**src/rtl/keypad_scan_debounce.sv**
```systemverilog
// 4x3 matrix keypad scanner: one-hot row drive, 2-flop column sync, frame-based
// debounce with multi-key rejection, one-cycle key_valid / multi_key strobes.
module keypad_scan_debounce #(
  parameter logic [27:0] clk_freq        = 28'd1000_0000,
  parameter logic [27:0] scan_rate       = 28'd250_0000,
  parameter int unsigned debounce_frames = 2
) (
  input  logic       sys_clk_in,
  input  logic       reset,
  input  logic       E,
  input  logic       F,
  input  logic       G,
  output logic [3:0] pin_control,
  output logic [3:0] key_code,
  output logic       key_valid,
  output logic       key_held,
  output logic       multi_key
);

  localparam int unsigned SCAN_DIV = 32'(clk_freq / scan_rate);
  localparam int unsigned PRE_W    = $clog2(SCAN_DIV);
  localparam int unsigned CNT_W    = $clog2(debounce_frames + 1);
  localparam logic [CNT_W-1:0] DB  = CNT_W'(debounce_frames);

  typedef enum logic [1:0] {S_IDLE, S_CONFIRM, S_PRESSED, S_RELEASE} state_t;

  logic [2:0]       sync1_q, sync2_q;
  logic [PRE_W-1:0] pre_q;
  logic [1:0]       row_q;
  logic [11:0]      frame_q;
  logic             tick, frame_done;
  logic [11:0]      frame_cur;
  logic [3:0]       n_set, hit_idx, hit_key;
  logic             is_none, is_single, is_multi;

  state_t           state_q, state_d;
  logic [CNT_W-1:0] cnt_q, cnt_d;
  logic [3:0]       cand_q, cand_d, code_d;
  logic             held_d, valid_d, multi_d, accept;

  assign tick       = (pre_q == PRE_W'(SCAN_DIV - 1));
  assign frame_done = tick && (row_q == 2'd3);
  // The row-3 sample is classified live, before it lands in frame_q.
  assign frame_cur  = {sync2_q, frame_q[8:0]};

  // Column synchronizer, prescaler and row scan
  always_ff @(posedge sys_clk_in or negedge reset) begin
    if (!reset) begin
      sync1_q     <= '0;
      sync2_q     <= '0;
      pre_q       <= '0;
      row_q       <= '0;
      frame_q     <= '0;
      pin_control <= 4'b0001;
    end else begin
      sync1_q <= {G, F, E};
      sync2_q <= sync1_q;
      pre_q   <= tick ? '0 : pre_q + PRE_W'(1);
      if (tick) begin
        frame_q[4'(row_q) * 4'd3 +: 3] <= sync2_q;
        row_q       <= row_q + 2'd1;
        pin_control <= 4'b0001 << (row_q + 2'd1);
      end
    end
  end

  function automatic logic [3:0] map_key(input logic [3:0] idx);
    case (idx)
      4'd9:    map_key = 4'd10;
      4'd10:   map_key = 4'd0;
      4'd11:   map_key = 4'd11;
      default: map_key = idx + 4'd1;
    endcase
  endfunction

  // Frame classification: bit count and position of the (last) set bit
  always_comb begin
    n_set   = '0;
    hit_idx = '0;
    for (int i = 0; i < 12; i++) begin
      if (frame_cur[i]) begin
        n_set   = n_set + 4'd1;
        hit_idx = 4'(i);
      end
    end
  end

  assign hit_key   = map_key(hit_idx);
  assign is_none   = (n_set == 4'd0);
  assign is_single = (n_set == 4'd1);
  assign is_multi  = (n_set >= 4'd2);

  // Debounce FSM next state and outputs, advanced only on frame_done
  always_comb begin
    state_d = state_q;
    cnt_d   = cnt_q;
    cand_d  = cand_q;
    code_d  = key_code;
    held_d  = key_held;
    valid_d = 1'b0;
    multi_d = 1'b0;
    accept  = 1'b0;
    if (frame_done) begin
      unique case (state_q)
        S_IDLE: begin
          if (is_single) begin
            cand_d  = hit_key;
            cnt_d   = CNT_W'(1);
            state_d = S_CONFIRM;
            if (cnt_d == DB) accept = 1'b1;
          end else if (is_multi) begin
            multi_d = 1'b1;
          end
        end
        S_CONFIRM: begin
          if (is_single && (hit_key == cand_q)) begin
            cnt_d = cnt_q + CNT_W'(1);
            if (cnt_d == DB) accept = 1'b1;
          end else begin
            multi_d = is_multi;
            state_d = S_IDLE;
            cnt_d   = '0;
          end
        end
        S_PRESSED: begin
          if (is_none) begin
            cnt_d   = CNT_W'(1);
            state_d = S_RELEASE;
            if (cnt_d == DB) begin
              state_d = S_IDLE;
              held_d  = 1'b0;
              cnt_d   = '0;
            end
          end
        end
        S_RELEASE: begin
          if (is_none) begin
            cnt_d = cnt_q + CNT_W'(1);
            if (cnt_d == DB) begin
              state_d = S_IDLE;
              held_d  = 1'b0;
              cnt_d   = '0;
            end
          end else begin
            state_d = S_PRESSED;
            cnt_d   = '0;
          end
        end
        default: state_d = S_IDLE;
      endcase
    end
    if (accept) begin
      code_d  = cand_d;
      valid_d = 1'b1;
      held_d  = 1'b1;
      cnt_d   = '0;
      state_d = S_PRESSED;
    end
  end

  always_ff @(posedge sys_clk_in or negedge reset) begin
    if (!reset) begin
      state_q   <= S_IDLE;
      cnt_q     <= '0;
      cand_q    <= '0;
      key_code  <= '0;
      key_held  <= 1'b0;
      key_valid <= 1'b0;
      multi_key <= 1'b0;
    end else begin
      state_q   <= state_d;
      cnt_q     <= cnt_d;
      cand_q    <= cand_d;
      key_code  <= code_d;
      key_held  <= held_d;
      key_valid <= valid_d;
      multi_key <= multi_d;
    end
  end

endmodule

```
**config.mk**
```make
export PLATFORM = sky130hd
export DESIGN_NAME = keypad_scan_debounce
export DESIGN_NICKNAME = d
export VERILOG_FILES = /design/src/rtl/keypad_scan_debounce.sv
export SDC_FILE = /design/constraint.sdc
export NUM_CORES = 1
export LEC_CHECK = 0
export CAP_MARGIN = 30
export CORE_UTILIZATION = 30
export DETAILED_ROUTE_END_ITERATION = 12
export PLACE_DENSITY = 0.44
export SYNTH_ARGS = -nofsm -noshare
export SYNTH_HDL_FRONTEND = slang
export SYNTH_SLANG_ARGS = --single-unit
```
**constraint.sdc**
```tcl
create_clock -name sys_clk_in -period 7 [get_ports sys_clk_in]
set_clock_uncertainty 0.05 [all_clocks]
set_input_delay 0.7 -clock sys_clk_in [delete_from_list [all_inputs] [get_ports sys_clk_in]]
set_output_delay 0.7 -clock sys_clk_in [all_outputs]
set_load 0.01 [all_outputs]
```
* Yosys cells after proc, flatten, opt, wreduce, memory -nomap -nowiden
Cells that the tools add are included.
** Storage, ports and cells
- Register bits :: 41
- Logic and storage cells :: 119
- Output and inout port bits :: 11
- Input port bits :: 5
** Cells by class
- $lt $le $gt $ge :: 1
- Equal/unequal tests :: 15
- Multipliers :: 1
- Add/subtract/negate cells :: 16
- Reduce and logical (&&, ||, !) cells :: 11
- Multiplexer cells :: 59
- Shift operators :: 3
** Operators by type and width (count)
- $mux W4 :: 24
- $add A4 B1 Y4 const B :: 12
- $mux W2 :: 14
- $mux W1 :: 16
- $pmux W2 S4 :: 2
- $bwmux W12 :: 1
- $eq A4 B4 Y1 const B :: 3
- $pmux W4 S3 :: 1
- $shift A3 B6 Y12 const A :: 1
- $shiftx A3 B6 Y12 :: 1
- $eq A2 B2 Y1 const B :: 5
- $ne A3 B3 Y1 const B :: 3
- $reduce_bool A2 Y1 :: 4
- $add A2 B1 Y2 const B :: 3
- $neg A4 Y6 :: 1
- $reduce_and A5 Y1 :: 1
- $eq A4 B1 Y1 const B :: 1
- $eq A4 B4 Y1 :: 1
- $ge A4 B2 Y1 const B :: 1
- $logic_not A4 Y1 :: 1
- $mul A2 B2 Y4 const B :: 1
- $ne A4 B4 Y1 const B :: 1
- $reduce_and A4 Y1 :: 1
- $shl A1 B2 Y4 const A :: 1
- other kinds (5) :: 6

* Depth between registers and ports, before layout
Gate-level depths: netlist of run 1.
- Depth in word-level cells :: 30
- Gate-level depth with buffers :: 39
- Gate-level depth less buffers :: 38

* Worst setup path after synthesis of run 1
OpenSTA, ideal clock, no wires.
- Path type :: register to register
- Start point :: register frame_q[1]
- End point :: register cand_q[0]
- Period minus slack after synthesis :: 7656 ps
- Data arrival time :: 7481 ps
- Buffers on the path :: 1
- Cell stages (with the launch flop) :: 38
- Slack :: -656 ps
- Setup time :: 125 ps
- Data required time :: 6825 ps
- Path through :: dfrtp_1 -> inv_1 -> ha_1 -> xnor2_2 -> inv_1 -> ha_1 -> nand2_1 -> o21ai_0 -> ha_1 -> mux2_2 -> ha_1 -> a2bb2oi_1 -> nor2_1 -> inv_1 -> ha_1 -> nand2b_1 -> o31ai_1 -> inv_1 -> [2 not listed] -> o21ai_0 -> ha_1 -> nand2b_1 -> o21a_1 -> ha_1 -> nor2_1 -> o21bai_1 -> o32ai_1 -> ha_1 -> mux2_2 -> ha_1 -> inv_1 -> a31oi_1 -> a211oi_1 -> a41oi_1 -> buf_2 -> nor3b_1 -> mux2_2
** Between the ends
- Longest elaborated chain between the ends :: 25
- Elaborated cells between the ends (all ways) :: 41
- Those cells by class :: add/sub: 11; eq/ne: 4; mux: 26
** Ends and longest elaborated chain
- start: declaration :: RTL line 30 : logic [11:0] frame_q;
- start signal: indexed assignment :: RTL line 60 : frame_q[4'(row_q) * 4'd3 +: 3] <= sync2_q;
- $mux W4 :: RTL line 81 : if (frame_cur[i]) begin
- $add A4 B1 Y4 :: RTL line 82 : n_set = n_set + 4'd1;
- $mux W4 :: RTL line 81
- $add A4 B1 Y4 :: RTL line 82
- $mux W4 :: RTL line 81
- $add A4 B1 Y4 :: RTL line 82
- $mux W4 :: RTL line 81
- $add A4 B1 Y4 :: RTL line 82
- [10 not listed]
- $mux W4 :: RTL line 81
- $add A4 B1 Y4 :: RTL line 82
- $mux W4 :: RTL line 81
- $eq A4 B1 Y1 :: RTL line 90 : assign is_single = (n_set == 4'd1);
- $mux W4 (*) :: RTL line 106 : if (is_single) begin
- $mux W4 (*) :: RTL line 104 : unique case (state_q)
- $mux W4 (*) :: RTL line 103 : if (frame_done) begin
- via cand_d[0] :: RTL line 38 : logic [3:0] cand_q, cand_d, code_d;
- end signal: assignment :: RTL line 173 : cand_q <= cand_d;
- end: declaration :: RTL line 38
Mark *: on every way through the listed nets, which the timed path passes. The rest lies on a longest branch.
A chain may end at the register's enable or synchronous reset.

* Final worst setup path of run 1
- Start point :: register frame_q[1]
- End point :: register cnt_q[1]
** Between the ends
- Longest elaborated chain between the ends :: 28
- Elaborated cells between the ends (all ways) :: 53
- Those cells by class :: add/sub: 11; eq/ne: 7; mux: 31; reduce/logical: 4
** Ends and longest elaborated chain
- $mux W4 :: RTL line 81
- $add A4 B1 Y4 :: RTL line 82
- $mux W4 :: RTL line 81
- $add A4 B1 Y4 :: RTL line 82
- $mux W4 :: RTL line 81
- $add A4 B1 Y4 :: RTL line 82
- $mux W4 :: RTL line 81
- $add A4 B1 Y4 :: RTL line 82
- [12 not listed]
- $mux W4 :: RTL line 81
- $eq A4 B1 Y1 :: RTL line 90
- $logic_and A1 B1 Y1 :: RTL line 116 : if (is_single && (hit_key == cand_q)) begin
- $mux W1 :: RTL line 116
- $mux W1 :: RTL line 104
- $mux W1 :: RTL line 103
- $ne A3 B3 Y1 (no source line) / $reduce_bool A2 Y1 (equally long branches)
- $reduce_and A3 Y1 (no source line)
- end signal: assignment :: RTL line 172 : cnt_q <= cnt_d;
- end: declaration :: RTL line 37 : logic [CNT_W-1:0] cnt_q, cnt_d;
Parallel ways exist; a longest one is shown, timed or not. The select of a mux whose other input is x is not followed.

==> results.ini, run 1 <==
[status]
status = completed

[global_routing]
grt_usage_pct = 14.15
grt_overflow = 0
grt_first_pass_wirelength_mm = 12.55
antenna_found_initial = 0
first_global_vias = 2535
grt_max_degree = 39

[power]
internal-power_uw = 714.4
pwr-share-comb_pct = 61.9
power_frac_clock_pct = 16.4
p_sw_uw = 464.9
power_mw = 1.179
p_leak_nw = 1.725
p_seq_share_pct = 21.7
p_per_area_nw_per_um2 = 290.9
max-vdd-ir-drop_mv = 0.1378
power.share.switching_pct = 39.42

[critical_path]
slowest_delay_ps = 390
cp.arrival_ps = 7160
cp_data_required_time_ps = 7180
critical-path-top-delay-family = adder cells
critPathCaptureType = register
crit_type = reg2reg
crit_fanout = 6
cpMostUsedCell = ha_4
critPathLaunchType = register
path_buf_inv = 6
cp_slowest_cell = dfrtp_1

[finish]
fill_cells = 989
stdcell_area_sq_um = 4054
utilization_pct = 40.72
multiInputGateArea_sq_um = 2301
area_growth_pct = 29.60
final_cells = 511
diodes = 0
final_cell_mix = dfrtp_1, nand2_1, buf_4
seq_area_sq_um = 952.2
fin_nets = 407
drive_gt1_share_pct = 27.25
layout_commonest_cell = dfrtp_1

[yosys]
synth_area_sq_um = 3128
synth-main-ff-cell = dfrtp_1
synth_top_family_by_area = simple AND/OR/NAND/NOR gates
synthArstFlopShare_pct = 100.0
syn_nets = 367
ys_ff_latch = 38
synth_compound_area_share_pct = 13.64
syn_inst = 337
ys_warn_count = 0
synth_xor_area_share_pct = 13.12
synthDistinctLibCells = 60
synth_mux_area_share_pct = 8.760
ys_seq_area_share_pct = 30.44
synth_edf_count = 0
syn_avg_cell_area_sq_um = 9.282
synthAdderAreaFrac_pct = 10.00
yosys.area_share.simple_pct = 18.60

[clock_tree]
cts_buffer_depth = 2
h-tree-depth = 2
clkTransAtPathRegs_ps = 90
cts_tree = done
cts_sinks = 38
clkLatencyLatePin_ps = 300
cts_buffers = 5
cts_root_buf = clkbuf_8
cts_hold_buffers = 0

[floorplanning]
top_level_ports = 16
core_area_sq_um = 9955
die_y_um = 104.1
initial_core_util_pct = 31.42
die_area_sq_um = 10840
rows = 36
die_w_um = 104.1

[detailed_routing]
ant_nets = 0
drc_errors = 0
vias = 2530
viasPerCell = 4.951
wire_per_inst_um = 14.31
drt-total-wl_mm = 7.312
drtIter0Drc = 117
drtPass1Iterations = 4

[sta]
relSlewSlack_pct = 42.20
slew_violations = 0
setup_tns_ps = 0
rsz0062_at_grt = true
final-hold-violation-count = 0
tightest_slew_ps = 867.0
fin_crit_ps = 6979
setup_viol = 0
fmax_mhz = 143.3
fin_crit_sh_pct = 99.70

[placement]
hpwlAfterDp_mm = 5.515
dp_cells = 494
io_buffers = 15
gp_congestion = 0.7897
dpl_cell_area_sq_um = 3755

[job]
maxCapViolCount = 0

[hold_path]
min_path_type = reg2reg

==> cells in the mapped netlist (3+ instances only) <==
master	number	area share (%)
o21ai_0	14	2.2
dfrtp_1	37	30
mux2i_1	6	1.9
nor2_1	22	2.6
ha_1	25	10
nand4_1	3	0.60
xnor2_1	19	5.3
a2111oi_0	4	1.1
a21oi_1	8	1.3
and3_1	4	0.80
or4_1	3	0.72
mux2_2	19	6.8
nor3b_1	4	0.96
inv_1	26	3.1
xor2_1	5	1.4
nand3_1	11	1.8
a31oi_1	3	0.60
nor4_1	5	1.0
o31ai_1	7	1.7
nor3_1	5	0.80
a22o_1	4	1.1
o21bai_1	3	0.72
nand2_1	35	4.2
o22ai_1	3	0.60
nand3b_1	4	0.96
buf_1	3	0.36
nand2b_1	6	1.2
buf_2	4	0.64
clkbuf_1	8	0.96
==> power groups by stage <==
stage	Clock (mW)	Combinational (mW)	Sequential, mW
after CTS	0.200	0.669	0.256
after global placement	0	0.622	0.259
final	0.193	0.730	0.256
after global routing	0.209	0.794	0.260
after detailed placement	0	0.628	0.260
after floorplan	0	0.459	0.245
==> kinds of logic (layout without fill, tap and decap cells) <==
family,Yosys count,in the layout
compound gates,62,62
xor+xnor,33,33
fa+ha+maj,25,25
buf+inv,42,83
flops,38,38
mux,25,25
simple gates,112,112
==> routing by layer <==
metal	GRT usage, %	share of wire (%)	vias to the layer above	wire, um
met3	2.068	1.9	9	142
met2	23.05	46	22	3358
li1	-	-	1283	-
met4	3.061	1.1	0	79
met5	0	0	-	0
met1	19.80	51	1216	3732
==> state kept, by name, indices dropped and copies added (netlist names) <==
name,flops
cand_q,4
cnt_q,2
frame_q,9
key_code,4
key_held,1
key_valid,1
multi_key,1
pin_control,4
pre_q,2
row_q,2
state_q,2
sync1_q,3
sync2_q,3
==> metrics by stage <==
stage | hold WS (ps) | worst slack (ps)
floorplan | 281.2 | -54.42
CTS | 305.1 | -9.297
global route | 315.6 | -321.5
finish | 296.3 | 21.33
global placement | 283.3 | -191.8
detailed placement | 284.7 | -368.4
==> worst paths after layout <==
kind,startpoint,to,slack (ps),cells after the start
worst max-delay path,frame_q[1],cnt_q[1],20,38
worst min register to register,sync1_q[2],sync2_q[2],300,0
worst max register to register,frame_q[1],cnt_q[1],20,38
min in group asynchronous,reset,key_code[3],450,1
max in group asynchronous,reset,frame_q[2],5880,1
worst min-delay path,sync1_q[2],sync2_q[2],300,0
==> cell type report <==
type	count	area share, %
clock buffer	5	1.698
clock inverter	3	1.111
inverter	26	2.469
multi-input combinational	257	56.76
sequential	38	23.49
tap	133	4.105
timing repair buffer	49	10.37
==> repair_timing <==
action                     in CTS  in global routing
hold endpoints to repair        0                  0
buffers inserted                3                  7
setup endpoints to repair      15                 15
resized for setup              12                 14
pin swaps                      15                  6
Power figures use the tool's default switching activity.
==> inputs of run 2 (changes only) <==
--- a/config.mk
+++ b/config.mk
@@ -6,9 +6,10 @@
 export NUM_CORES = 1
 export LEC_CHECK = 0
 export CAP_MARGIN = 30
-export CORE_UTILIZATION = 30
+export CORE_UTILIZATION = 45
 export DETAILED_ROUTE_END_ITERATION = 12
-export PLACE_DENSITY = 0.44
+export PLACE_DENSITY = 0.62
+export SKIP_LAST_GASP = 1
 export SYNTH_ARGS = -nofsm -noshare
 export SYNTH_HDL_FRONTEND = slang
 export SYNTH_SLANG_ARGS = --single-unit
==> run 2 against run 1 <==
Compared with the run above: the run now ends with DRC, setup timing left; maximum frequency is 0.64% lower; cell count is 9.4% lower; worst setup slack worse by 45 ps; clock-buffer cell count stayed put; wire length is 3.2% lower; critical path type unchanged; die area is 33% lower; design area is 2.7% higher.
==> results.ini, run 2 (same netlist as run 1, synthesis figures left out) <==
[finish]
largest_reg_flops = 9
final_cell_mix = dfrtp_1, buf_4, nand2_1
area_growth_pct = 33.16
fill_cells = 550
fin_nets = 412
drive_gt1_share_pct = 29.77
diodes = 0
layout_commonest_cell = dfrtp_1
multiInputGateArea_sq_um = 2416
seq_area_sq_um = 952.2
regMostFlops = frame_q

[global_routing]
globalRoute.busiestLayer = met2
grt_usage_pct = 20.18
antenna_found_initial = 0
first_global_vias = 2466
grt_use_met1_pct = 28.55
grt_first_pass_wirelength_mm = 11.74
met3_usage_pct = 3.405
grt_max_degree = 39
grt_overflow = 0
grt_use_met2_pct = 32.48

[power]
p_per_area_nw_per_um2 = 309.9
pwr-share-comb_pct = 62.4
p_sw_uw = 497.3
p_seq_share_pct = 20.1
power.share.switching_pct = 38.53
max-vdd-ir-drop_mv = 0.1929
p_leak_nw = 1.795
internal-power_uw = 793.4
power_mw = 1.291
power_frac_clock_pct = 17.6

[clock_tree]
clkTransAtPathRegs_ps = 80
cts_sinks = 38
h-tree-depth = 2
cts_buffer_depth = 2
cts_buffers = 5
cts_root_buf = clkbuf_8
cts_tree = done
clkLatencyLatePin_ps = 300
cts_hold_buffers = 0

[status]
status = finished with violations
violations = DRC, setup timing

[critical_path]
cp.arrival_ps = 7130
cp_data_required_time_ps = 7100
cp_slowest_cell = or4_1
crit_fanout = 7
critPathCaptureType = register
r2r_cells = 38
cpMostUsedCell = ha_4
critical-path-top-delay-family = adder cells
crit_type = reg2reg
path_buf_inv = 6
crit_cells = 38
slowest_delay_ps = 410
critPathLaunchType = register

[detailed_routing]
drtPass1Iterations = 8
vias = 2571
viasPerCell = 5.553
drtIter0Drc = 141
ant_nets = 0
drt-total-wl_mm = 7.077
drc_errors = 1
wire_per_inst_um = 15.29

[floorplanning]
top_level_ports = 16
die_w_um = 85.38
rows = 30
core_area_sq_um = 6756
die_y_um = 85.38
die_area_sq_um = 7289
initial_core_util_pct = 46.30

[placement]
io_buffers = 15
gp_congestion = 0.8446
hpwlAfterDp_mm = 4.931

[hold_path]
min_path_type = reg2reg
min_path_cells = 0

[sta]
fin_ws_ps = -23.94
fin_crit_ps = 7024
fmax_mhz = 142.4
tightest_slew_ps = 848.1
fin_crit_sh_pct = 100.3
final-hold-violation-count = 0
slew_violations = 0
setup_viol = 7
relSlewSlack_pct = 42.69
rsz0062_at_grt = true
holdWs_ps = 305.2

[job]
maxCapViolCount = 0

-- run 2: cell types whose count changed in the layout (fill, tap and decap cells not counted), sizes merged --
cell and change:
clkinvlp -2, bufinv +1, buf +5, clkinv +1
-- run 2: path summary, 6_finish.rpt --
kind / to / from / slack, ps
worst min register to register: sync2_q[0] / sync1_q[0] / 310
min in group asynchronous: key_code[0] / reset / 460
worst min-delay path: sync2_q[0] / sync1_q[0] / 310
worst max-delay path: state_q[1] / frame_q[0] / -20
max in group asynchronous: frame_q[1] / reset / 5900
worst max register to register: state_q[1] / frame_q[0] / -20
-- run 2: power by group through the flow --
stage / clock (mW) / sequential, mW / combinational (mW)
4_1_cts: 0.230 / 0.256 / 0.675
3_3_place_gp: 0 / 0.259 / 0.605
5_1_grt: 0.242 / 0.262 / 0.868
6_report: 0.227 / 0.259 / 0.805
2_1_floorplan: 0 / 0.245 / 0.459
3_5_place_dp: 0 / 0.260 / 0.617
-- run 2: metrics by stage --
step           area, sq um  instances  util (%)  setup slack (ps)  TNS, ps
5_1_grt               4165        463     61.65            -336.3    -3974
4_1_cts               3929        454     58.15            -20.61   -61.90
6_report              4165        463     61.65            -23.94   -103.4
2_1_floorplan         3318        337         -            -54.42   -217.7
3_5_place_dp          3661        439     54.19            -257.9    -2429
3_3_place_gp          3661        439     54.19            -148.3   -699.1
-- run 2: timing repair --
item / 4_1_cts / 5_1_grt
setup endpoints to repair: 15 / 15
resized for setup: 18 / 27
pin swaps: 19 / 16
gates cloned: 0 / 0
buffers inserted: 7 / 9
-- run 2: worst reg2reg max path, delay by kind of cell, from the launching register on --
family | cells | cell delay (ps)
compound gates | 11 | 1560
xor+xnor | 1 | 120
flops | 1 | 390
fa+ha+maj | 10 | 2570
buf+inv | 6 | 590
mux | 3 | 730
simple gates | 7 | 900
-- run 2: cell type report --
| type | count | area share [%] |
|---|---|---|
| Multi-Input combinational cell | 257 | 58.01 |
| Sequential cell | 38 | 22.86 |
| Timing Repair Buffer | 54 | 11.08 |
| Tap cell | 80 | 2.403 |
| Inverter | 26 | 2.343 |
| Clock buffer | 5 | 1.652 |
| Clock inverter | 3 | 1.652 |
-- run 2: per-layer routing --
layer  vias up  wire, um
met3         5       196
met2        48      3306
met5         -         0
met4         0        61
met1      1230      3512
li1       1288         -
